--- config.mk ---
export PLATFORM = sky130hd
export DESIGN_NAME = serving_sram_arb_flat
export DESIGN_NICKNAME = d
export VERILOG_FILES = /design/src/rtl/serving_sram_arb_pkg.sv /design/src/rtl/serving_sram_arb_if.sv /design/src/rtl/serving_sram_arb.sv /design/src/flat_wrapper.sv
export SDC_FILE = /design/constraint.sdc
export NUM_CORES = 1
export LEC_CHECK = 0
export ABC_AREA = 1
export BUFFER_PORTS_ARGS = -buffer_cell sky130_fd_sc_hd__buf_4
export CAP_MARGIN = 20
export CORE_MARGIN = 3
export CORE_UTILIZATION = 35
export DETAILED_ROUTE_END_ITERATION = 7
export PLACE_DENSITY = 0.67
export SYNTH_ARGS = -nofsm -noshare
export SYNTH_HDL_FRONTEND = slang
export SYNTH_SLANG_ARGS = --single-unit
--- constraint.sdc ---
create_clock -name i_clk -period 2 [get_ports i_clk]
set_input_delay 0.6 -clock i_clk [delete_from_list [all_inputs] [get_ports i_clk]]
set_output_delay 0.6 -clock i_clk [all_outputs]
set_load 0.05 [all_outputs]
--- src/rtl/serving_sram_arb_pkg.sv ---
// rtl/serving_sram_arb_pkg.sv - shared widths and byte-lane helper for the serving SRAM arbiter
package serving_sram_arb_pkg;

    localparam int BYTE_W  = 8;
    localparam int WORD_W  = 32;
    localparam int N_LANES = 4;

    typedef logic [1:0] lane_t;

    // Little-endian byte lane k of a 32-bit word.
    function automatic logic [BYTE_W-1:0] lane_byte(input logic [WORD_W-1:0] w, input lane_t k);
        return w[BYTE_W*k +: BYTE_W];
    endfunction

endpackage

--- src/rtl/serving_sram_arb_if.sv ---
// rtl/serving_sram_arb_if.sv - primary, secondary and SRAM-side signals of the arbiter
interface serving_sram_arb_if
    import serving_sram_arb_pkg::*;
#(
    parameter int AW = 13
);
    logic [AW-1:0]      i_p_waddr;
    logic [BYTE_W-1:0]  i_p_wdata;
    logic               i_p_wen;
    logic [AW-1:0]      i_p_raddr;
    logic               i_p_ren;
    logic [BYTE_W-1:0]  o_p_rdata;

    logic [AW-3:0]      i_s_adr;
    logic [WORD_W-1:0]  i_s_dat;
    logic [N_LANES-1:0] i_s_sel;
    logic               i_s_we;
    logic               i_s_stb;
    logic [WORD_W-1:0]  o_s_rdt;
    logic               o_s_ack;

    logic [AW-1:0]      o_sram_waddr;
    logic [BYTE_W-1:0]  o_sram_wdata;
    logic               o_sram_wen;
    logic [AW-1:0]      o_sram_raddr;
    logic [BYTE_W-1:0]  i_sram_rdata;

    modport slave (
        input  i_p_waddr, i_p_wdata, i_p_wen, i_p_raddr, i_p_ren,
        output o_p_rdata,
        input  i_s_adr, i_s_dat, i_s_sel, i_s_we, i_s_stb,
        output o_s_rdt, o_s_ack,
        output o_sram_waddr, o_sram_wdata, o_sram_wen, o_sram_raddr,
        input  i_sram_rdata
    );

    modport master (
        output i_p_waddr, i_p_wdata, i_p_wen, i_p_raddr, i_p_ren,
        input  o_p_rdata,
        output i_s_adr, i_s_dat, i_s_sel, i_s_we, i_s_stb,
        input  o_s_rdt, o_s_ack,
        input  o_sram_waddr, o_sram_wdata, o_sram_wen, o_sram_raddr,
        output i_sram_rdata
    );

endinterface

--- src/rtl/serving_sram_arb.sv ---
// rtl/serving_sram_arb.sv - shares the byte-wide SRAM between the RF port and a 32-bit secondary port
module serving_sram_arb
    import serving_sram_arb_pkg::*;
#(
    parameter int depth    = 8192,
    parameter int rf_width = 8
) (
    input  logic              i_clk,
    input  logic              i_rst,
    serving_sram_arb_if.slave bus
);

    localparam int aw = $clog2(depth);
    localparam int LW = rf_width;

    localparam logic [2:0] S_IDLE  = 3'd0;
    localparam logic [2:0] S_WRITE = 3'd1;
    localparam logic [2:0] S_READ  = 3'd2;
    localparam logic [2:0] S_DRAIN = 3'd3;
    localparam logic [2:0] S_ACK   = 3'd4;

    logic [2:0]         state_q, state_d;
    lane_t              idx_q, idx_d;
    logic [aw-3:0]      adr_q, adr_d;
    logic [WORD_W-1:0]  dat_q, dat_d;
    logic [N_LANES-1:0] sel_q, sel_d;
    logic               cap_vld_q, cap_vld_d;
    lane_t              cap_idx_q, cap_idx_d;
    logic [WORD_W-1:0]  rdt_q, rdt_d;

    logic free;
    logic issue_w;
    logic issue_r;

    // The secondary only gets cycles the primary leaves idle; nothing is issued while reset is held
    // so an interrupted write never lands an extra lane.
    assign free    = !bus.i_p_wen && !bus.i_p_ren;
    assign issue_w = (state_q == S_WRITE) && free && !i_rst;
    assign issue_r = (state_q == S_READ) && free && !i_rst;

    assign bus.o_p_rdata = bus.i_sram_rdata;
    assign bus.o_s_ack   = (state_q == S_ACK);
    assign bus.o_s_rdt   = rdt_q;

    // SRAM port mux: primary passes through unless the secondary owns this idle cycle.
    always_comb begin
        bus.o_sram_waddr = bus.i_p_waddr;
        bus.o_sram_wdata = bus.i_p_wdata;
        bus.o_sram_wen   = bus.i_p_wen;
        bus.o_sram_raddr = bus.i_p_raddr;
        if (issue_w) begin
            bus.o_sram_waddr = {adr_q, idx_q};
            bus.o_sram_wdata = lane_byte(dat_q, idx_q);
            bus.o_sram_wen   = sel_q[idx_q];
        end
        if (issue_r) begin
            bus.o_sram_raddr = {adr_q, idx_q};
        end
    end

    // Transaction sequencing: accept, issue four lanes in free cycles, drain the last read, ack once.
    always_comb begin
        state_d   = state_q;
        idx_d     = idx_q;
        adr_d     = adr_q;
        dat_d     = dat_q;
        sel_d     = sel_q;
        cap_vld_d = issue_r;
        cap_idx_d = idx_q;
        rdt_d     = rdt_q;
        if (cap_vld_q) begin
            rdt_d[LW*cap_idx_q +: LW] = bus.i_sram_rdata;
        end
        case (state_q)
            S_IDLE: begin
                if (bus.i_s_stb) begin
                    adr_d   = bus.i_s_adr;
                    dat_d   = bus.i_s_dat;
                    sel_d   = bus.i_s_sel;
                    idx_d   = 2'd0;
                    state_d = bus.i_s_we ? S_WRITE : S_READ;
                end
            end
            S_WRITE: begin
                if (issue_w) begin
                    idx_d = idx_q + 2'd1;
                    if (idx_q == 2'd3) state_d = S_ACK;
                end
            end
            S_READ: begin
                if (issue_r) begin
                    idx_d = idx_q + 2'd1;
                    if (idx_q == 2'd3) state_d = S_DRAIN;
                end
            end
            S_DRAIN: begin
                if (cap_vld_q && cap_idx_q == 2'd3) state_d = S_ACK;
            end
            S_ACK:   state_d = S_IDLE;
            default: state_d = S_IDLE;
        endcase
    end

    // State registers; reset abandons any transaction without an ack.
    always_ff @(posedge i_clk) begin
        if (i_rst) begin
            state_q   <= S_IDLE;
            idx_q     <= 2'd0;
            adr_q     <= '0;
            dat_q     <= '0;
            sel_q     <= '0;
            cap_vld_q <= 1'b0;
            cap_idx_q <= 2'd0;
            rdt_q     <= '0;
        end else begin
            state_q   <= state_d;
            idx_q     <= idx_d;
            adr_q     <= adr_d;
            dat_q     <= dat_d;
            sel_q     <= sel_d;
            cap_vld_q <= cap_vld_d;
            cap_idx_q <= cap_idx_d;
            rdt_q     <= rdt_d;
        end
    end

endmodule

--- src/flat_wrapper.sv ---
// flat-port wrapper written by rule: the top's interface ports become plain ports
module serving_sram_arb_flat import serving_sram_arb_pkg::*;
#(
    parameter int depth    = 8192,
    parameter int rf_width = 8
)
  (i_clk, i_rst, bus_i_p_waddr, bus_i_p_wdata, bus_i_p_wen, bus_i_p_raddr, bus_i_p_ren, bus_o_p_rdata, bus_i_s_adr, bus_i_s_dat, bus_i_s_sel, bus_i_s_we, bus_i_s_stb, bus_o_s_rdt, bus_o_s_ack, bus_o_sram_waddr, bus_o_sram_wdata, bus_o_sram_wen, bus_o_sram_raddr, bus_i_sram_rdata);
  serving_sram_arb_if #(.AW(13)) bus_i ();
  input  logic i_clk;
  input  logic i_rst;
  input wire logic [$bits(bus_i.i_p_waddr)-1:0] bus_i_p_waddr;
  input wire logic [$bits(bus_i.i_p_wdata)-1:0] bus_i_p_wdata;
  input wire logic [$bits(bus_i.i_p_wen)-1:0] bus_i_p_wen;
  input wire logic [$bits(bus_i.i_p_raddr)-1:0] bus_i_p_raddr;
  input wire logic [$bits(bus_i.i_p_ren)-1:0] bus_i_p_ren;
  output wire logic [$bits(bus_i.o_p_rdata)-1:0] bus_o_p_rdata;
  input wire logic [$bits(bus_i.i_s_adr)-1:0] bus_i_s_adr;
  input wire logic [$bits(bus_i.i_s_dat)-1:0] bus_i_s_dat;
  input wire logic [$bits(bus_i.i_s_sel)-1:0] bus_i_s_sel;
  input wire logic [$bits(bus_i.i_s_we)-1:0] bus_i_s_we;
  input wire logic [$bits(bus_i.i_s_stb)-1:0] bus_i_s_stb;
  output wire logic [$bits(bus_i.o_s_rdt)-1:0] bus_o_s_rdt;
  output wire logic [$bits(bus_i.o_s_ack)-1:0] bus_o_s_ack;
  output wire logic [$bits(bus_i.o_sram_waddr)-1:0] bus_o_sram_waddr;
  output wire logic [$bits(bus_i.o_sram_wdata)-1:0] bus_o_sram_wdata;
  output wire logic [$bits(bus_i.o_sram_wen)-1:0] bus_o_sram_wen;
  output wire logic [$bits(bus_i.o_sram_raddr)-1:0] bus_o_sram_raddr;
  input wire logic [$bits(bus_i.i_sram_rdata)-1:0] bus_i_sram_rdata;
  assign bus_i.i_p_waddr = bus_i_p_waddr;
  assign bus_i.i_p_wdata = bus_i_p_wdata;
  assign bus_i.i_p_wen = bus_i_p_wen;
  assign bus_i.i_p_raddr = bus_i_p_raddr;
  assign bus_i.i_p_ren = bus_i_p_ren;
  assign bus_o_p_rdata = bus_i.o_p_rdata;
  assign bus_i.i_s_adr = bus_i_s_adr;
  assign bus_i.i_s_dat = bus_i_s_dat;
  assign bus_i.i_s_sel = bus_i_s_sel;
  assign bus_i.i_s_we = bus_i_s_we;
  assign bus_i.i_s_stb = bus_i_s_stb;
  assign bus_o_s_rdt = bus_i.o_s_rdt;
  assign bus_o_s_ack = bus_i.o_s_ack;
  assign bus_o_sram_waddr = bus_i.o_sram_waddr;
  assign bus_o_sram_wdata = bus_i.o_sram_wdata;
  assign bus_o_sram_wen = bus_i.o_sram_wen;
  assign bus_o_sram_raddr = bus_i.o_sram_raddr;
  assign bus_i.i_sram_rdata = bus_i_sram_rdata;
  serving_sram_arb #(.depth(depth), .rf_width(rf_width)) u_core (.i_clk(i_clk), .i_rst(i_rst), .bus(bus_i));
endmodule
# Yosys cells after proc, flatten, opt, wreduce, memory -nomap -nowiden
# Cells that the tools add are included.
[word_totals] wordCells=59 regBits=87 out_inout_bits=76
[op_classes] shifts=3 n_lt_le_gt_ge=1 n_mux=19 add_sub_neg=2 n_reduce_logical=14 eq_ne=12
[op_table] op="negation 5 -> 34 bit" n=1
[op_table] op="variable shift 8 x 34 -> 32 bit, first input constant" n=1
[op_table] op="variable part select 8 x 34 -> 32 bit" n=1
[op_table] op="bitwise mux 32 bit" n=1
[op_table] op="variable part select 32 x 6 -> 8 bit" n=1
[op_table] op="two-way mux 13 bit" n=2
[op_table] op="two-way mux 3 bit" n=6
[op_table] op="one-hot mux 3 bit (4 select lines)" n=1
[op_table] op="two-way mux 2 bit" n=4
[op_table] op="two-way mux 8 bit" n=1
[op_table] op="equality test 3 x 2 -> 1 bit, second input constant" n=2
[op_table] op="logical AND 1 bit" n=6
[op_table] op="inequality test 2 x 1 -> 1 bit, second input constant" n=3
[op_table] op="inequality test 2 bit, second input constant" n=3
[op_table] op="one-hot mux 2 bit (3 select lines)" n=1
[op_table] op="AND reduction 6 bit" n=1
[op_table] op="equality test 2 bit, second input constant" n=2
[op_table] op="AND reduction 4 bit" n=1
[op_table] op="equality test 3 x 1 -> 1 bit, second input constant" n=1
[op_table] op="equality test 3 bit, second input constant" n=1
[op_table] op="zero test 1 bit" n=3
[op_table] op="zero test 3 bit" n=1
[op_table] op="< comparator 2 x 3 -> 1 bit, second input constant" n=1
[op_table] op="nonzero test 3 bit" n=1
[op_table] op="other kinds (4)" n=5

# Longest topological paths before layout
# Gate-level depths: netlist of run 1.
[depth] ltp_word=6 mapped_depth=9 depth_no_buf=9

# Least setup slack after synthesis of run 1
# No wires, ideal clock.
[synth_timing] path_kind="input to output" startpoint="input i_rst" endpoint="output bus_o_sram_waddr[10]" slack_ps=-916 t_required_ps=1400 arrival_time_ps=2316 path_stages=7 path_cell_list="buf_2 inv_2 nand2_1 inv_1 nand3_2 clkbuf_1 o21ai_0"
[synth_via] elab_chain_len=3
[synth_rtl] item="start: declaration" line="flat_wrapper.sv:10" text="input logic i_rst;"
[synth_rtl] item="zero test 1 bit" line="serving_sram_arb.sv:38" text="assign issue_w = (state_q == S_WRITE) && free && !i_rst;"
[synth_rtl] item="logical AND 1 bit" line="serving_sram_arb.sv:38"
[synth_rtl] item="two-way mux 13 bit" line="serving_sram_arb.sv:51" text="if (issue_w) begin"
[synth_rtl] item="end: declaration" line="flat_wrapper.sv:24" text="output wire logic [$bits(bus_i.o_sram_waddr)-1:0] bus_o_sram_waddr;"
# Every way passes these cells.

# Final worst setup path of run 1
[layout_timing] startpoint="input bus_i_p_wen" endpoint="output bus_o_sram_waddr[9]"
[layout_via] elab_chain_len=5
[layout_rtl] item="start: declaration" line="flat_wrapper.sv:13" text="input wire logic [$bits(bus_i.i_p_wen)-1:0] bus_i_p_wen;"
[layout_rtl] item="zero test 1 bit" line="serving_sram_arb.sv:37" text="assign free = !bus.i_p_wen && !bus.i_p_ren;"
[layout_rtl] item="logical AND 1 bit" line="serving_sram_arb.sv:37"
[layout_rtl] item="logical AND 1 bit (2 in series)" line="serving_sram_arb.sv:38"
[layout_rtl] item="two-way mux 13 bit" line="serving_sram_arb.sv:51"
# Every way passes these cells.

==> results of run 1 <==
cell type report:
cell class	count	area, sq um	share of cell area [%]
Tap cell	140	175	2.49
Sequential cell	87	1750	24.8
Clock buffer	11	233	3.31
Multi-Input combinational cell	366	2450	34.9
Timing Repair Buffer	216	2060	29.2
Inverter	68	273	3.88
Clock inverter	4	95.1	1.35
routing by layer:
layer	global-route usage [%]	up-vias	share of wire [%]
li1	-	2200	-
met1	24.4	2040	40
met2	35.3	161	50
met3	6.04	25	7.9
met4	5.69	0	2.3
met5	0	-	0
cells by family (layout without fill, tap and decap cells):
kind of cell / count (synthesis) / after routing / share of synthesized area, %
AO/OA/AOI/OAI: 195 / 195 / 25.1
adder cells (fa/ha/maj): 6 / 6 / 1.89
AND/OR/NAND/NOR: 165 / 165 / 17.6
buffers and inverters: 109 / 299 / 11.7
flip-flops: 87 / 87 / 43.8
stage by stage:
stage          util (%)  TNS [ns]  instance area, sq um
6_report           64.1     -9.47                  7040
5_1_grt            64.1    -11.32                  7040
4_1_cts            61.5     -7.95                  6760
3_5_place_dp       53.7    -11.92                  5900
3_3_place_gp       53.7    -10.69                  5900
2_1_floorplan         -     -5.32                  4440
cell usage in the layout (no fill, tap or decap), types with 5 or more instances in the layout:
master,synthesis,routed
buf_4,10,155
nand2_1,122,86
a21oi_1,90,84
dfxtp_1,87,82
inv_1,62,58
o21ai_0,73,52
buf_6,0,36
o21ai_4,0,27
nand2_2,0,23
nor2_1,26,20
nand2_4,0,12
clkbuf_16,0,11
buf_12,0,11
buf_8,0,9
o21ai_2,0,8
o21ai_1,21,7
nor2_4,0,6
ha_1,6,6
inv_2,6,5
a31oi_4,0,5
dfxtp_2,0,5
registers in the layout, summed over array words and instances, names as in the netlist:
signal / count
u_core.bus.o_s_rdt: 32
u_core.dat_q: 32
u_core.adr_q: 11
u_core.sel_q: 4
u_core.state_q: 3
u_core.cap_idx_d: 2
u_core.cap_idx_q: 2
u_core.cap_vld_q: 1
power by group:
group | switching [W] | internal [W] | leakage, nW
logic | 0.00179 | 0.00111 | 2.12
clock network | 0.000647 | 0.00121 | 0.160
registers | 0.000146 | 0.00205 | 0.714
worst max-delay path, cell delays in order:
cell	delay, ns
buf_6	0.10
nor2_4	0.10
nand2_2	0.07
inv_2	0.09
nand3_4	0.13
buf_12	0.17
clkbuf_16	0.16
o21ai_4	0.15
buf_6	0.17
final timing paths:
| check | endpoint | slack [ns] | cells after the start |
|---|---|---|---|
| setup / recovery | bus_o_sram_waddr[9] | -0.33 | 9 |
| hold / removal | u_core.dat_q[3] | 0.45 | 2 |
| setup reg to reg | u_core.dat_q[9] | 0.24 | 6 |
| hold reg to reg | u_core.dat_q[3] | 0.45 | 2 |
repair_timing:
item	CTS	global route
gates cloned	3	3
pin swaps	8	11
gates resized for setup	124	38
setup buffers	7	7
setup endpoints to repair	35	35
==> results by group, run 1 <==
Finish
  • Area Growth Syn to Fin: 76.9%
  • N_diodes: 0
  • Share of layout cells above drive strength 1: 45.5%
  • Nets: 849
  • Post-Layout Cell Count: 892
  • Fillers: 852

Placed design
  • RD Place Congestion: 0.817
  • Worst slack, placed: -0.386 ns
  • Port Buf Inserts: 170
  • Dpl hpwl: 9420 um
  • DP Cell Count: 857

Route
  • Number of remaining DRC errors: 0
  • Via count: 4,426
  • Vias per cell: 4.96
  • Final ANT Viol Nets: 0
  • WL per Instance: 15.5 um
  • DRT Pass-1 Iters: 4
  • DRT iter0 DRCs: 234
  • Total Wirelength: 13,800 um

Pwr
  • PwrDens: 990 nW/um^2
  • VDD IR-drop max: 0.555 mV
  • Static Leakage: 2.99 nW
  • Power Total: 0.00696 W

Yosys
  • Main synth FF type: dfxtp_1
  • Synth Area per Inst: 7.08 sq um
  • Syn Nets: 663
  • EDFF count, synth: 0
  • Ys Warns: 0
  • Most frequent cell after synthesis: nand2_1
  • Yosys top cell area share: 43.8%
  • Post-synth top area cell: dfxtp_1
  • Seq cells post-synth: 87
  • Synth cell count leaders: 122 x nand2_1, 90 x a21oi_1, 87 x dfxtp_1, 73 x o21ai_0, 62 x inv_1
  • Async set or reset register ratio after synthesis: 0%
  • Synthesized area: 3980 sq um
  • Sequential area share after synthesis: 43.8%
  • Synthesized netlist cell count: 562
  • Synth top area cells: dfxtp_1 44%, nand2_1 12%, a21oi_1 11%, o21ai_0 9.2%, inv_1 5.9%
  • Distinct cells, synth: 24

STA
  • Fmax: 429 MHz
  • Tcrit/Tclk final: 117%
  • Clk_skew: 0.00668 ns
  • Crit path time final: 2.33 ns
  • Final Max Slew Viols: 0
  • Final Hold Violating Endpoints: 0
  • RSZ-0062 raised after global routing: true
  • Final Setup Violations: 35
  • Max_slew headroom: 70.1%
  • Hold Slack: 0.448 ns
  • Worst slew pin tran: 0.445 ns
  • Final WS setup: -0.332 ns

GRT
  • GRT Util Overall: 20.3%
  • Pin count of the biggest net entering global routing: 50
  • Grt ovf: 0
  • Initial antenna violation count: 0
  • Number of global-route vias before repair: 4,362
  • First-pass GRT wire length: 20,900 um

Clock tree
  • CTS root buffer: clkbuf_16
  • Clock Tree Buf Depth: 2
  • CTS Sinks: 87
  • Hold buffers post-CTS: 0
  • Num CTS Buffers: 9
  • CTS clk-pin slew, worst paths: 0.06 ns
  • CTS tree: built
  • H-tree depth: 3
  • Worst-Skew Late Latency: 0.33 ns

Critical path
  • Startpoint types: input port
  • Worst r2r src: u_core.state_q[0]
  • CP Class: input port to primary output
  • CP Max Fanout: 5
  • Arr. time, crit path: 1.73 ns
  • CP startpoint: bus_i_p_wen
  • Req. time, crit path: 1.40 ns
  • Setup crit end kind: primary output

Die
  • Die ar.: 12,700 sq um
  • FP Rows: 38
  • I/O pin count: 171
  • Die height: 113 um
  • Initial core utilization: 36.2%
  • Die Wd: 113 um
  • Core area: 11,000 sq um

Worst hold path
  • Hold WC Path Type: flop to flop
  • Worst min-delay path startpoint: u_core.dat_q[3]

Outcome
  • Status: finished with violations
  • Violated checks: negative setup slack

Job
  • # Max-Cap Violations: 0
(Power assumes the default switching activity.)
==> inputs of run 2 (changes only) <==
--- a/config.mk
+++ b/config.mk
@@ -6,12 +6,13 @@
 export NUM_CORES = 1
 export LEC_CHECK = 0
 export ABC_AREA = 1
-export BUFFER_PORTS_ARGS = -buffer_cell sky130_fd_sc_hd__buf_4
 export CAP_MARGIN = 20
 export CORE_MARGIN = 3
 export CORE_UTILIZATION = 35
+export CTS_CLUSTER_SIZE = 30
 export DETAILED_ROUTE_END_ITERATION = 7
-export PLACE_DENSITY = 0.67
+export DONT_BUFFER_PORTS = 1
+export PLACE_DENSITY = 0.54
 export SYNTH_ARGS = -nofsm -noshare
 export SYNTH_HDL_FRONTEND = slang
 export SYNTH_SLANG_ARGS = --single-unit
==> run 2 against run 1 <==
  * The flow still finishes with violations (negative setup slack)
  * Routed wire length down 11%
  * Largest power group unchanged
  * Combinational power down 11%
  * Critical path type is now flop to primary output
  * Critical endpoint is now bus_o_sram_raddr[5]
  * Sequential share of layout area up 5.0 points
  * Clock power down 10%
  * Utilization down 11 points
==> results by group, run 2 (synthesized netlist as in run 1, its figures left out) <==
Outcome
  • Status: finished with violations
  • Violated checks: negative setup slack

Critical path
  • CP delay by family, top: buffers and inverters
  • Critical path cell sequence: buf_4 > nor3_4 > nand2_4 > clkbuf_16 > o21ai_4 > buf_12
  • Slowest cell on crit path: dfxtp_2
  • CP Class: flop to primary output
  • FF-to-FF path depth: 6
  • Crit-path max cell delay: 0.32 ns
  • Startpoint types: flop
  • Crit path to: bus_o_sram_raddr[5]
  • RR Endpoint: u_core.dat_q[21]
  • CP startpoint: u_core.state_q[0]
  • Critical path buffer and inverter count: 3
  • Critical path depth: 6
  • Setup slack, reg-to-reg: 0.27 ns
  • CP Max Fanout: 6
  • Worst r2r src: u_core.state_q[0]
  • Arr. time, crit path: 1.61 ns
  • Setup crit end kind: primary output
  • Req. time, crit path: 1.40 ns

Route
  • Final ANT Viol Nets: 0
  • DRT iter0 DRCs: 167
  • DRT Pass-1 Iters: 4
  • Vias per cell: 5.03
  • Via count: 3,758
  • Total Wirelength: 12,300 um
  • WL per Instance: 16.5 um
  • Number of remaining DRC errors: 0

Finish
  • N_diodes: 0
  • Commonest non-fill, non-tap cell in the layout: nand2_1
  • Most frequent cells in the layout: 97 x nand2_1, 86 x a21oi_1, 82 x dfxtp_1
  • Area Growth Syn to Fin: 47.4%
  • Post-Layout Cell Count: 747
  • Final design utilization: 53.4%
  • Share of layout cells above drive strength 1: 28.7%
  • Nets: 703

GRT
  • First-pass GRT wire length: 19,600 um
  • GRT Util Overall: 19.5%
  • Initial antenna violation count: 0
  • Number of global-route vias before repair: 3,891
  • Pin count of the biggest net entering global routing: 50
  • Grt ovf: 0

Die
  • Core area: 11,000 sq um
  • Die height: 113 um
  • Initial core utilization: 36.2%
  • Die Wd: 113 um
  • FP Rows: 38
  • Die ar.: 12,700 sq um
  • I/O pin count: 171

Pwr
  • PwrDens: 1100 nW/um^2
  • VDD IR-drop max: 0.572 mV
  • Static Leakage: 2.27 nW

Clock tree
  • CTS root buffer: clkbuf_16
  • CTS Sinks: 87
  • Clock Tree Buf Depth: 2
  • CTS tree: built
  • Num CTS Buffers: 9
  • H-tree depth: 3
  • Hold buffers post-CTS: 0
  • Worst-Skew Late Latency: 0.34 ns
  • CTS clk-pin slew, worst paths: 0.06 ns

STA
  • Final Hold Violating Endpoints: 0
  • Hold Slack: 0.326 ns
  • Max_slew headroom: 64.0%
  • Fmax: 452 MHz
  • RSZ-0062 raised after global routing: true
  • Final WS setup: -0.213 ns
  • Final Setup Violations: 35
  • Clk_skew: 0.00603 ns
  • Worst slew pin tran: 0.539 ns
  • Crit path time final: 2.21 ns
  • Tcrit/Tclk final: 111%
  • Final Max Slew Viols: 0

Worst hold path
  • Hold WC Path Type: input port to flop
  • Hold Path Stages: 1

Placed design
  • RD Place Congestion: 0.857
  • DP Cell Count: 721
  • Dpl hpwl: 8780 um
  • Port Buf Inserts: 0

Job
  • # Max-Cap Violations: 0
-- run 2: where the power goes --
part,internal [W],switching [W]
logic,0.000978,0.00162
registers,0.00205,0.000142
clock network,0.00100,0.000667
total,0.00403,0.00243
-- run 2: area by class of cell --
class	instances	area [sq um]
Clock buffer	13	250
Clock inverter	3	42.5
Fill cell	1021	5120
Inverter	68	269
Multi-Input combinational cell	366	2320
Sequential cell	87	1750
Tap cell	140	175
Timing Repair Buffer	70	1060
-- run 2: per-layer routing --
layer	part of all wire [%]	up-vias	track usage, %	wire [um]
met5	0	-	0	0
met4	1.8	0	6.81	224
met3	9.5	14	9.27	1170
met2	49	139	32.4	6050
met1	40	1694	21.9	4880
li1	-	1911	-	-
-- run 2: what timing repair did --
| item | in CTS | in global routing |
|---|---|---|
| pin swaps | 13 | 5 |
| setup endpoints to repair | 35 | 35 |
| gates cloned | 2 | 2 |
| resized for setup | 57 | 12 |
| setup buffers | 6 | 0 |
-- run 2: stage by stage --
stage / setup slack [ns] / power (W) / instance area (sq um) / TNS [ns]
final: -0.213 / 0.00646 / 5860 / -5.90
after global routing: -0.286 / 0.00685 / 5860 / -8.33
after CTS: -0.225 / 0.00645 / 5780 / -6.10
after detailed placement: -0.266 / 0.00456 / 5260 / -6.98
after global placement: -0.265 / 0.00451 / 5260 / -7.08
after floorplan: -0.210 / 0.00385 / 4440 / -5.32
-- run 2: worst min-delay path by stage --
stage	start	to	slack (ns)
after floorplan	u_core.dat_q[29]	u_core.dat_q[29]	0.42
after global placement	u_core.dat_q[25]	u_core.dat_q[25]	0.43
after detailed placement	u_core.dat_q[29]	u_core.dat_q[29]	0.43
after CTS	i_rst	u_core.state_q[2]	0.31
after global routing	i_rst	u_core.state_q[2]	0.30
final	i_rst	u_core.state_q[2]	0.33
==> inputs of run 3 (changes only) <==
--- a/config.mk
+++ b/config.mk
@@ -12,7 +12,7 @@
 export CTS_CLUSTER_SIZE = 30
 export DETAILED_ROUTE_END_ITERATION = 7
 export DONT_BUFFER_PORTS = 1
-export PLACE_DENSITY = 0.54
+export PLACE_DENSITY = 0.61
 export SYNTH_ARGS = -nofsm -noshare
 export SYNTH_HDL_FRONTEND = slang
 export SYNTH_SLANG_ARGS = --single-unit
==> run 3 against run 2 <==
  * The flow still finishes with violations (negative setup slack)
  * Routed wire length shrank 1.1%
  * Design area grew 0.79%
  * Register-to-register slack gained 0.03 ns
  * Highest routed layer is now met5
==> results by group, run 3 (synthesized netlist as in run 1, its figures left out) <==
Placed design
  • Area post-placement: 5220 sq um
  • RD Place Congestion: 0.882
  • Dpl hpwl: 8640 um
  • Worst slack, placed: -0.295 ns
  • Port Buf Inserts: 0

Route
  • Vias per cell: 5.07
  • Final ANT Viol Nets: 0
  • WL per Instance: 16.3 um
  • DRT Pass-1 Iters: 4
  • Number of remaining DRC errors: 0
  • Via count: 3,791
  • Total Wirelength: 12,200 um
  • DRT iter0 DRCs: 318

Die
  • Die height: 113 um
  • Die Wd: 113 um
  • I/O pin count: 171
  • Core area: 11,000 sq um
  • Die ar.: 12,700 sq um
  • Initial core utilization: 36.2%
  • FP Rows: 38

GRT
  • First-pass GRT wire length: 18,900 um
  • Pin count of the biggest net entering global routing: 75
  • GRT Util Overall: 18.8%
  • Initial antenna violation count: 1
  • Number of global-route vias before repair: 3,797
  • Grt ovf: 0

Worst hold path
  • Hold WC Path Type: input port to flop

Critical path
  • Setup slack, reg-to-reg: 0.30 ns
  • Arr. time, crit path: 1.61 ns
  • CP Class: flop to primary output
  • Req. time, crit path: 1.40 ns
  • Setup crit end kind: primary output
  • CP startpoint: u_core.state_q[0]
  • CP Max Fanout: 7
  • RR Endpoint: u_core.bus.o_s_rdt[18]
  • Worst r2r src: u_core.cap_idx_q[1]
  • Crit path to: bus_o_sram_raddr[9]
  • Startpoint types: flop
  • FF-to-FF path depth: 6

STA
  • Final Setup Violations: 35
  • Final WS setup: -0.208 ns
  • Final Max Slew Viols: 0
  • Fmax: 453 MHz
  • Worst slew pin tran: 0.550 ns
  • Max_slew headroom: 63.3%
  • Clk_skew: 0.00649 ns
  • Crit path time final: 2.21 ns
  • RSZ-0062 raised after global routing: true
  • Tcrit/Tclk final: 110%
  • Final Hold Violating Endpoints: 0

Finish
  • Final instance area: 5910 sq um
  • Commonest non-fill, non-tap cell in the layout: nand2_1
  • Final design utilization: 53.8%
  • Area Growth Syn to Fin: 48.6%
  • Area of the multi-input gates: 2330 sq um
  • Fillers: 960
  • Nets: 703
  • Most frequent cells in the layout: 93 x nand2_1, 83 x a21oi_1, 83 x dfxtp_1
  • Register area: 1750 sq um
  • Share of layout cells above drive strength 1: 30.0%

Pwr
  • Internal: 0.00421 W
  • Net Sw Power: 0.00241 W
  • Switching part of the total power: 36.5%
  • Static Leakage: 2.27 nW
  • PwrDens: 1120 nW/um^2
  • Sequential power share: 33.4%
  • VDD IR-drop max: 0.882 mV
  • Comb pwr share: 38.3%
  • Clock Power Share: 28.3%

Job
  • # Max-Cap Violations: 0

Clock tree
  • CTS tree: built
  • CTS clk-pin slew, worst paths: 0.06 ns
  • CTS Sinks: 87
  • Num CTS Buffers: 9
  • H-tree depth: 3
  • Hold buffers post-CTS: 0
  • Clock Tree Buf Depth: 2
  • Worst-Skew Late Latency: 0.34 ns
  • CTS root buffer: clkbuf_16

Outcome
  • Violated checks: negative setup slack
  • Status: finished with violations
-- run 3: cell types whose count changed in the layout (fill, tap and decap cells not counted), sizes merged --
cell      change
clkinvlp      +1
inv           -1
bufinv        +2
diode         +1
clkbuf        -2
buf           -1
-- run 3: power groups by stage --
| stage | logic, W | clock network (W) | registers, W |
|---|---|---|---|
| floorplan | 0.00166 | 0 | 0.00219 |
| global placement | 0.00222 | 0 | 0.00220 |
| detailed placement | 0.00228 | 0 | 0.00221 |
| CTS | 0.00241 | 0.00193 | 0.00219 |
| global route | 0.00278 | 0.00199 | 0.00225 |
| finish | 0.00253 | 0.00187 | 0.00221 |
-- run 3: how the worst min path moves through the flow --
stage	from	to	slack, ns	depth (start not counted)
6_report	i_rst	u_core.bus.o_s_rdt[1]	0.33	1
3_5_place_dp	u_core.dat_q[29]	u_core.dat_q[29]	0.43	2
2_1_floorplan	u_core.dat_q[29]	u_core.dat_q[29]	0.42	2
4_1_cts	i_rst	u_core.state_q[2]	0.31	1
3_3_place_gp	u_core.dat_q[25]	u_core.dat_q[25]	0.43	2
5_1_grt	i_rst	u_core.bus.o_s_rdt[1]	0.31	1
-- run 3: through the flow --
| step | setup TNS, ns | hold slack (ns) | std cells | total power [W] |
|---|---|---|---|---|
| finish | -5.89 | 0.332 | 747 | 0.00662 |
| global route | -8.34 | 0.310 | 746 | 0.00702 |
| CTS | -6.13 | 0.309 | 738 | 0.00652 |
| detailed placement | -6.96 | 0.434 | 717 | 0.00449 |
| global placement | -6.71 | 0.428 | 717 | 0.00442 |
| floorplan | -5.32 | 0.420 | 562 | 0.00385 |
-- run 3: cell type report --
class,instances,share of cell area (%)
timing repair buffer,69,17.6
clock buffer,11,3.94
timing repair inverter,1,0.127
multi-input combinational,366,39.5
sequential,87,29.7
inverter,68,4.57
clock inverter,4,1.61
antenna,1,0.0423
tap,140,2.96
-- run 3: layer usage --
layer / vias up / share of wire (%) / wire length, um / global-route usage [%]
met5: - / 0.074 / 9 / 0
met4: 2 / 1.1 / 131 / 5.53
met3: 13 / 10 / 1270 / 9.49
met2: 147 / 49 / 5920 / 30.7
met1: 1725 / 40 / 4860 / 21.8
li1: 1904 / - / - / -
-- run 3: what timing repair did --
item	4_1_cts	5_1_grt
resized for setup	46	30
buffers inserted	6	4
cloned	0	4
setup endpoints to repair	35	35
pin swaps	7	10
-- run 3: critical path: stages, from the launching register on --
cell,delay (ns)
dfxtp_4,0.37
nor3_4,0.25
nand2_4,0.14
clkbuf_16,0.21
o21ai_4,0.15
buf_12,0.15
